**src/rtl/alu_pkg.sv**
```systemverilog
// Shared types for the sequential ALU.
//   op_e    : 3-bit opcode encoding presented on the op port
//   state_e : control FSM states
//   flags_t : registered NZCV flag bundle (z, n, c, v)
package alu_pkg;

    localparam int unsigned OpWidth = 3;

    typedef enum logic [OpWidth-1:0] {
        OpAnd  = 3'b000,
        OpOr   = 3'b001,
        OpAdd  = 3'b010,
        OpSub  = 3'b011,
        OpXor  = 3'b100,
        OpSlt  = 3'b101,
        OpMul  = 3'b110,
        OpRsvd = 3'b111
    } op_e;

    typedef enum logic [1:0] {
        StIdle = 2'b00,
        StMul  = 2'b01,
        StDone = 2'b10
    } state_e;

    typedef struct packed {
        logic z;
        logic n;
        logic c;
        logic v;
    } flags_t;

endpackage

```
**src/rtl/shift_add_mul.sv**
```systemverilog
// Iterative unsigned shift-add multiplier, one partial product per cycle.
// Ports:
//   clk, rst_n : clock, asynchronous active-low reset
//   start      : load operands and begin WIDTH iterations
//   a, b       : multiplicand, multiplier (unsigned)
//   done       : high during the final iteration; product is valid in that cycle
//   product    : 2*WIDTH-bit product including the current iteration
module shift_add_mul #(
    parameter int unsigned WIDTH = 8
) (
    input  logic               clk,
    input  logic               rst_n,
    input  logic               start,
    input  logic [WIDTH-1:0]   a,
    input  logic [WIDTH-1:0]   b,
    output logic               done,
    output logic [2*WIDTH-1:0] product
);

    localparam int unsigned CntW = $clog2(WIDTH + 1);

    logic [2*WIDTH-1:0] mcand_q;
    logic [WIDTH-1:0]   mplier_q;
    logic [2*WIDTH-1:0] acc_q;
    logic [CntW-1:0]    cnt_q;
    logic [2*WIDTH-1:0] acc_next;

    assign acc_next = mplier_q[0] ? (acc_q + mcand_q) : acc_q;
    // Exposing acc_next lets the caller capture the result on the last iteration edge.
    assign product  = acc_next;
    assign done     = (cnt_q == CntW'(1));

    always_ff @(posedge clk or negedge rst_n) begin
        if (!rst_n) begin
            mcand_q  <= '0;
            mplier_q <= '0;
            acc_q    <= '0;
            cnt_q    <= '0;
        end else if (start) begin
            mcand_q  <= {{WIDTH{1'b0}}, a};
            mplier_q <= b;
            acc_q    <= '0;
            cnt_q    <= CntW'(WIDTH);
        end else if (cnt_q != '0) begin
            acc_q    <= acc_next;
            mcand_q  <= mcand_q << 1;
            mplier_q <= mplier_q >> 1;
            cnt_q    <= cnt_q - CntW'(1);
        end
    end

endmodule

```
**src/rtl/seq_alu.sv**
```systemverilog
// Handshaked sequential ALU: AND/OR/ADD/SUB/XOR/SLT in one cycle, MUL iteratively.
// Ports:
//   clk, rst_n          : clock, asynchronous active-low reset
//   in_valid, in_ready  : operand handshake (in_ready high only in IDLE)
//   a, b, op            : operands and 3-bit opcode
//   out_valid, out_ready: result handshake (out_valid high only in DONE)
//   result              : registered WIDTH-bit result
//   flag_z/n/c/v        : registered zero, negative, carry/borrow, overflow flags
module seq_alu
    import alu_pkg::*;
#(
    parameter int unsigned WIDTH = 8
) (
    input  logic             clk,
    input  logic             rst_n,
    input  logic             in_valid,
    output logic             in_ready,
    input  logic [WIDTH-1:0] a,
    input  logic [WIDTH-1:0] b,
    input  logic [2:0]       op,
    output logic             out_valid,
    input  logic             out_ready,
    output logic [WIDTH-1:0] result,
    output logic             flag_z,
    output logic             flag_n,
    output logic             flag_c,
    output logic             flag_v
);

    localparam int unsigned Msb = WIDTH - 1;

    state_e state_q, state_d;
    logic [WIDTH-1:0] result_q, result_d;
    flags_t flags_q, flags_d;
    logic load_alu, load_mul, mul_start;

    op_e op_in;
    assign op_in = op_e'(op);

    // Single-cycle datapath
    logic [WIDTH:0]   sum, diff;
    logic [WIDTH-1:0] alu_res;
    logic             alu_c, alu_v;

    assign sum  = {1'b0, a} + {1'b0, b};
    assign diff = {1'b0, a} - {1'b0, b};

    always_comb begin
        alu_res = '0;
        alu_c   = 1'b0;
        alu_v   = 1'b0;
        unique case (op_in)
            OpAnd: alu_res = a & b;
            OpOr:  alu_res = a | b;
            OpXor: alu_res = a ^ b;
            OpAdd: begin
                alu_res = sum[WIDTH-1:0];
                alu_c   = sum[WIDTH];
                alu_v   = (a[Msb] == b[Msb]) & (sum[Msb] != a[Msb]);
            end
            OpSub: begin
                alu_res = diff[WIDTH-1:0];
                alu_c   = diff[WIDTH]; // borrow: a < b unsigned
                alu_v   = (a[Msb] != b[Msb]) & (diff[Msb] != a[Msb]);
            end
            OpSlt: alu_res = {{(WIDTH-1){1'b0}}, ($signed(a) < $signed(b))};
            default: alu_res = '0; // OpMul handled by the multiplier, OpRsvd yields zero
        endcase
    end

    // Iterative multiplier
    logic               mul_done;
    logic [2*WIDTH-1:0] mul_prod;
    logic [WIDTH-1:0]   mul_lo, mul_hi;

    assign mul_lo = mul_prod[WIDTH-1:0];
    assign mul_hi = mul_prod[2*WIDTH-1:WIDTH];

    shift_add_mul #(
        .WIDTH(WIDTH)
    ) u_mul (
        .clk    (clk),
        .rst_n  (rst_n),
        .start  (mul_start),
        .a      (a),
        .b      (b),
        .done   (mul_done),
        .product(mul_prod)
    );

    // Control FSM
    always_comb begin
        state_d   = state_q;
        load_alu  = 1'b0;
        load_mul  = 1'b0;
        mul_start = 1'b0;
        unique case (state_q)
            StIdle: begin
                if (in_valid) begin
                    if (op_in == OpMul) begin
                        mul_start = 1'b1;
                        state_d   = StMul;
                    end else begin
                        load_alu = 1'b1;
                        state_d  = StDone;
                    end
                end
            end
            StMul: begin
                if (mul_done) begin
                    load_mul = 1'b1;
                    state_d  = StDone;
                end
            end
            StDone: begin
                if (out_ready) begin
                    state_d = StIdle;
                end
            end
            default: state_d = StIdle;
        endcase
    end

    // Output register next-state
    always_comb begin
        result_d = result_q;
        flags_d  = flags_q;
        if (load_mul) begin
            result_d  = mul_lo;
            flags_d.z = (mul_lo == '0);
            flags_d.n = mul_lo[Msb];
            flags_d.c = |mul_hi;
            flags_d.v = |mul_hi;
        end else if (load_alu) begin
            result_d  = alu_res;
            flags_d.z = (alu_res == '0);
            flags_d.n = alu_res[Msb];
            flags_d.c = alu_c;
            flags_d.v = alu_v;
        end
    end

    always_ff @(posedge clk or negedge rst_n) begin
        if (!rst_n) begin
            state_q  <= StIdle;
            result_q <= '0;
            flags_q  <= '0;
        end else begin
            state_q  <= state_d;
            result_q <= result_d;
            flags_q  <= flags_d;
        end
    end

    assign in_ready  = (state_q == StIdle);
    assign out_valid = (state_q == StDone);
    assign result    = result_q;
    assign flag_z    = flags_q.z;
    assign flag_n    = flags_q.n;
    assign flag_c    = flags_q.c;
    assign flag_v    = flags_q.v;

endmodule

```
**config.mk**
```make
export PLATFORM = sky130hd
export DESIGN_NAME = seq_alu
export DESIGN_NICKNAME = d
export VERILOG_FILES = /design/src/rtl/alu_pkg.sv /design/src/rtl/shift_add_mul.sv /design/src/rtl/seq_alu.sv
export SDC_FILE = /design/constraint.sdc
export NUM_CORES = 1
export LEC_CHECK = 0
export ABC_CLOCK_PERIOD_IN_PS = 5900
export CAP_MARGIN = 5
export CORE_ASPECT_RATIO = 0.9
export CORE_MARGIN = 2
export CORE_UTILIZATION = 30
export DETAILED_ROUTE_END_ITERATION = 10
export PLACE_DENSITY = 0.44
export SLEW_MARGIN = 20
export SYNTH_ARGS = -nofsm -noshare
export SYNTH_HDL_FRONTEND = slang
export SYNTH_HIERARCHICAL = 1
export SYNTH_SLANG_ARGS = --single-unit
```
**constraint.sdc**
```tcl
create_clock -name clk -period 5.9 [get_ports clk]
set_input_delay 1.18 -clock clk [delete_from_list [all_inputs] [get_ports clk]]
set_output_delay 1.18 -clock clk [all_outputs]
set_load 0.01 [all_outputs]
```
### Word-level counts from Yosys, hierarchy flattened

Cells that the tools add are included.
Widths: inputs -> output; s select.

| storage, ports and cells | value |
|---|---|
| input port bits | 23 |
| flip-flop bits (word level) | 58 |
| output and inout bits | 14 |
| word-level logic and storage cells | 74 |

| operators by class | value |
|---|---|
| equal/unequal tests | 16 |
| multiplexer cells | 29 |
| reduce and logical (&&, ||, !) cells | 9 |
| $lt $le $gt $ge | 1 |
| bitwise operators | 5 |
| add/subtract/negate cells | 4 |

Operators with widths:

| cell | count |
|---|---|
| $mux 16 | 5 |
| $pmux 8 s6 | 1 |
| $mux 8 | 4 |
| $add 16x16->16 | 1 |
| $logic_not 8->1 | 2 |
| $mux 4 | 4 |
| $add 8x8->9 | 1 |
| $eq 3x3->1 const B | 3 |
| $sub 8x8->9 | 1 |
| $and 8x8->8 | 1 |
| $lt 8x8->1 | 1 |
| $mux 1 | 8 |
| $mux 2 | 4 |
| $or 8x8->8 | 1 |
| $reduce_or 8->1 | 1 |
| $xor 8x8->8 | 1 |
| $eq 3x2->1 const B | 2 |
| $pmux 2 s3 | 1 |
| $eq 4x1->1 const B | 1 |
| $ne 2x2->1 const B | 2 |
| $pmux 1 s2 | 2 |
| $reduce_bool 2->1 | 2 |
| $reduce_bool 4->1 | 1 |
| $sub 4x1->4 const B | 1 |
| other kinds (10) | 13 |

### Logic depth before layout (Yosys ltp)

| depth | value |
|---|---|
| word-level depth | 6 |
| mapped depth | 12 |
| mapped depth without buffers | 12 |

### Cells and area by module

Netlist, hierarchy kept.

Modules (own cells, without submodules):

| module | cells each | times used | area an instance (sq um) | sequential area each (sq um) |
|---|---|---|---|---|
| shift_add_mul | 337 | 1 | 2965.3 | 1101.1 |
| seq_alu | 231 | 1 | 1816.7 | 325.3 |

### Least setup slack after synthesis

No wires, ideal clock.

| timing | value |
|---|---|
| kind | input-to-reg |
| start | in b[5] |
| end | reg flags_q, in the netlist flag_z |
| setup slack | 2.947 ns |
| stages | 10 |
| arrival | 2.858 ns |
| path buffers | 1 |
| data required time | 5.805 ns |
| library setup time | 0.095 ns |
| cells stage by stage | inv_1 ha_1 buf_6 inv_2 a221o_1 nand2b_1 xnor2_1 a221oi_2 nand3_1 o31ai_1 |

| between the ends | value |
|---|---|
| cells in the longest elaborated chain, start to end | 5 |
| elaborated cells between the ends (all ways) | 10 |
| those cells by class | add/sub (2); order compare (1); mux (3); bitwise (3); reduce/logical (1) |

RTL lines:

| what | RTL line | RTL |
|---|---|---|
| start, declared | seq_alu.sv:19 | `input logic [WIDTH-1:0] b,` |
| $sub 8x8->9, or another cell as far along | seq_alu.sv:46 | `assign diff = {1'b0, a} - {1'b0, b};` |
| $pmux 8 s6 (*) | seq_alu.sv:52 | `unique case (op_in)` |
| $logic_not 8->1 (*) | seq_alu.sv:136 | `flags_d.z = (alu_res == '0);` |
| $mux 4 (*) | seq_alu.sv:134 | `end else if (load_alu) begin` |
| $mux 4 (*) | seq_alu.sv:128 | `if (load_mul) begin` |
| end signal, assigned | seq_alu.sv:151 | `flags_q <= flags_d;` |
| end, declared | seq_alu.sv:34 | `flags_t flags_q, flags_d;` |

Mark *: on every way between the ends. The rest lies on a longest branch, timed or not. The select of a mux whose other input is x is not followed.
A chain may end at the register's enable or synchronous reset.

### Worst setup path in the final report

| timing | value |
|---|---|
| start | in a[5] |
| end | reg flags_q, in the netlist flag_z |

| between the ends | value |
|---|---|
| cells in the longest elaborated chain, start to end | 5 |
| elaborated cells between the ends (all ways) | 10 |
| those cells by class | add/sub (2); order compare (1); mux (3); bitwise (3); reduce/logical (1) |

RTL lines:

| what | RTL line | RTL |
|---|---|---|
| start, declared | seq_alu.sv:18 | `input logic [WIDTH-1:0] a,` |
| $sub 8x8->9, or another cell as far along | seq_alu.sv:46 |  |
| $pmux 8 s6 (*) | seq_alu.sv:52 |  |
| $logic_not 8->1 (*) | seq_alu.sv:136 |  |
| $mux 4 (*) | seq_alu.sv:134 |  |
| $mux 4 (*) | seq_alu.sv:128 |  |

Marked as above.

==> results.env <==
STATUS='finished clean'
SYNTH.TOP_CELLS.BY_COUNT='sky130_fd_sc_hd__nand2_1, sky130_fd_sc_hd__dfrtp_1, sky130_fd_sc_hd__a21oi_1'
REGTOREGSETUPSLACK_PS=2390
GRT_MAX_DEGREE=58
HPWL_MM=10.07
POSTCTSSETUPREPAIRBUFS=0
TOTAL_CONGESTION_OVERFLOW_AFTER_GLOBAL_ROUTING=0
CLOCKPOWERSHARE=0.226
HOLDCRITSTARTPOINT='flag_v'
TIMING.CRITICAL_PATH.TO_TYPE='flip-flop'
TIMING_HOLD_VIOLATIONS_FINAL=0
DPL.CELL_COUNT=781
DRV.MAX_CAP_VIOLATION_COUNT=0
START_UTIL=0.3086
SETUP.WORST_PATH.START_CLASS='input port'
SYNTHADDERAREAFRAC=0.1198
ANTENNA_FOUND_INITIAL=0
SYNTH_TOP_FAMILY_BY_AREA='compound AO/OA/AOI/OAI gates'
SYNTHDOMINANTCELLAREASHARE=0.2983
RSZ0062_AT_GRT='false'
CTSROOTBUFFERMASTER='sky130_fd_sc_hd__clkbuf_16'
P_SEQ_FRAC=0.294
SYNTHCELLS=568
WORSTSETUPPATHTYPE='in2reg'
AREA_OF_THE_DIE_UM2=16970
PLACEABLECOREAREA_UM2=15490
CPMAXSTAGEDELAYCELL='sky130_fd_sc_hd__clkdlybuf4s50_1'
PERIOD_MINUS_SLACK_PS=3620
POWER.IR.VDD_WORST_V=0.0003159
FP.DIEW_UM=137.1
DR_TOTAL_VIAS=4169
SYNTH-WARNING-COUNT=6
CTS_RESIZED=0
CRITICAL_PATH_ARRIVAL_PS=3860
TIMING_WORST_SLEW_PIN_VALUE_PS=966.3
CLK_PIN_SLEW_PS=60
SYNTH_TOP_AREA_CELL='sky130_fd_sc_hd__dfrtp_1'
CTS-HOLD-FIX-BUFFERS=0
POST-SYNTH-TOP-COUNT-CELL='sky130_fd_sc_hd__nand2_1'
SETUP_VIOL_COUNT_FINAL=0
NUMBER_OF_GLOBAL_ROUTE_VIAS_BEFORE_REPAIR=4023
POWER.DENSITY_CELL_AREA_nW_PER_UM2=414.5
MEAN_INSTANCE_SIZE_IN_THE_SYNTHESIZED_NETLIST_UM2=8.419
SYNTH_ENABLE_FLOP_CELLS=0
SLEW_HEADROOM=0.3558
YOSYSSEQAREASHARE=0.2983
DRC=0
SYN_TO_FINAL_GROWTH_PCT=16.72
SYNTHXORXNORAREAFRAC=0.03297
FINAL_NET_COUNT=657
SYNTH-ASYNC-RESET-RATIO=1.000
NUMBER_OF_STANDARD_CELLS_IN_THE_LAYOUT_TAPS_IN_AND_FILLERS_OUT=796
CRITPATHREQUIREDTIME_PS=6140
HOLDWS_PS=510.1
COMPOUND_GATE_PORTION_OF_THE_SYNTHESIZED_AREA=0.2174
RELATIVE_CONTRIBUTION_OF_COMBINATIONAL_CELLS_TO_TOTAL_POWER=0.479
NUMPORTBUFFERS=36
MOST_INSTANTIATED_FLIP_FLOP_CELL_IN_THE_SYNTHESIS_NETLIST='sky130_fd_sc_hd__dfrtp_1'
SYN_AREA_UM2=4782
NUMCLOCKSINKS=57
CRIT_CHAIN='clkdlybuf4s50_1 > inv_1 > ha_1 > inv_2 > a221o_1 > nand2b_1 > xnor2_1 > a221oi_2 > nand3_1 > o31ai_1'
ROWS=43
CLOCK_PATH_BUFFERS=2
DRIVE_ABOVE_1_SHARE=0.08923
NUMBER_OF_NETS_IN_THE_SYNTHESIZED_NETLIST=635
P_SW_FRAC=0.4086
LEAKAGEPOWER_nW=2.440
IO-PIN-COUNT=37
WORSTPATHMAXFANOUT=10
GLOBAL_PLACER_S_FINAL_WEIGHTED_CONGESTION=0.8425
UNIQUE_CELL_TYPE_COUNT_IN_THE_YOSYS_NETLIST=74
POST_DRT_VIA_CELL_RATIO=5.237
INSERTEDDIODECOUNT=0
CTS_BUFS_INSERTED=9
FINAL_MIN_PERIOD_OVER_CLOCK_PERIOD=0.6136
ENDPOINT_OF_THE_WORST_SLACK_REG_TO_REG_TIMING_PATH='flag_v'
WORST_SKEW_PAIR.LATE_LATENCY_PS=340
MIN_DELAY_PATH_DEPTH=2
YS_TOP_CELLS_BY_AREA='sky130_fd_sc_hd__dfrtp_1, sky130_fd_sc_hd__ha_1, sky130_fd_sc_hd__nand2_1, sky130_fd_sc_hd__a21oi_1, sky130_fd_sc_hd__mux2i_1'
H_TREE_DEPTH=3
CRITICAL_PATH.MAX_STAGE_DELAY_PS=590
DETAILEDROUTE.FIRSTPASSITERATIONCOUNT=4
FMAX_GHz=0.2762
WL_PER_CELL_UM=16.86
INTPOWER_W=0.001368
FIN_MAX_SLEW_VIOS=0
POWER_SWITCHING_W=0.0009452
TOTALWIRELENGTH_MM=13.42
DRT_ITER0_DRC=304
ROUTE.ANTENNA.REMAINING_NETS=0
SYNTH-SEQ-CELLS=57
GR-USAGE-ALL-LAYERS=0.1686
HOLD_PATH_END='flag_v'
R2R-START='u_mul/mcand_q[6]'
FIRST_PASS_GRT_WIRE_LENGTH_MM=21.95
CTS_TREE='done'
HOLD_PATH.CLASS='reg2reg'
FIN_SKEW_PS=12.99
DIE_H_UM=123.8
FINALSETUPTNS_PS=0
R2R.WORST_PATH.CELLS=11
SYNTH_MUX_AREA_FRAC=0.06777
SYNTH_SIMPLE_GATE_AREA_SHARE=0.1978
[how the worst max path moves through the flow]
stage                     from      to  slack (ps)  depth (start not counted)
after CTS                 a[5]  flag_z        2280                         10
after global placement    a[5]  flag_z        1950                         10
after detailed placement  a[5]  flag_z        1930                         10
after global routing      a[5]  flag_z        2070                         10
after floorplan           b[5]  flag_z        2950                         10
final                     a[5]  flag_z        2280                         10
[logic make-up (layout without fill, tap and decap cells)]
| kind of cell | after synthesis | count (layout) |
|---|---|---|
| XOR/XNOR | 18 | 18 |
| AO/OA/AOI/OAI | 157 | 157 |
| AND/OR/NAND/NOR | 191 | 191 |
| adder cells (fa/ha/maj) | 44 | 44 |
| multiplexers | 31 | 31 |
| flip-flops | 57 | 57 |
| buffers and inverters | 70 | 96 |
[state kept, by name (all words and copies together), names as in the netlist]
signal / count
flag_c: 1
flag_v: 1
flag_z: 1
result: 8
state_q: 2
u_mul/acc_q: 16
u_mul/cnt_q: 4
u_mul/mcand_q: 16
u_mul/mplier_q: 8
[per-layer routing]
layer	vias to the layer above	wire length (um)	global-route usage
met5	-	0	0
met4	0	137	0.04253
li1	2077	-	-
met2	80	6154	0.2615
met1	2002	6697	0.2417
met3	10	431	0.03093
[per-stage QoR]
stage	cell area (um^2)	util	setup slack, ps	total power [W]
6_report	5582	0.3602	2280	0.002313
2_1_floorplan	4782	-	2947	0.001457
4_1_cts	5582	0.3602	2281	0.002338
5_1_grt	5582	0.3602	2067	0.002512
3_3_place_gp	5286	0.3412	1955	0.001785
3_5_place_dp	5286	0.3412	1934	0.001797
[placed cells by master (no fill, tap or decap), types with 12 or more instances in the layout]
cell type / n
sky130_fd_sc_hd__clkdlybuf4s50_1: 35
sky130_fd_sc_hd__nand2_1: 67
sky130_fd_sc_hd__inv_1: 37
sky130_fd_sc_hd__o21ai_0: 33
sky130_fd_sc_hd__nor2_1: 36
sky130_fd_sc_hd__a21oi_1: 42
sky130_fd_sc_hd__mux2i_1: 20
sky130_fd_sc_hd__ha_1: 41
sky130_fd_sc_hd__xnor2_1: 12
sky130_fd_sc_hd__dfrtp_1: 57
sky130_fd_sc_hd__nor3_1: 17
[power by group through the flow]
stage	Clock, W	Sequential [W]	Combinational, W
finish	0.000523	0.000681	0.00111
CTS	0.000540	0.000682	0.00112
detailed placement	0	0.000687	0.00111
global route	0.000555	0.000703	0.00125
floorplan	0	0.000641	0.000815
global placement	0	0.000684	0.00110
[final cells by class]
class | count | area, um^2
fill | 1596 | 9913
multi-input combinational | 441 | 3048
sequential | 57 | 1426
timing repair buffer | 42 | 412.9
tap | 202 | 252.7
clock buffer | 10 | 239.0
inverter | 39 | 146.4
clock inverter | 5 | 56.30
[critical path, delay by kind of cell]
kind                       cells  cell delay [ps]
AOI/OAI and AO/OA              3              990
xor gates and xnor gates       1              150
adders and majority gates      1              490
buffers and inverters          3              730
and+or+nand+nor                2              310
(Power assumes the default switching activity.)
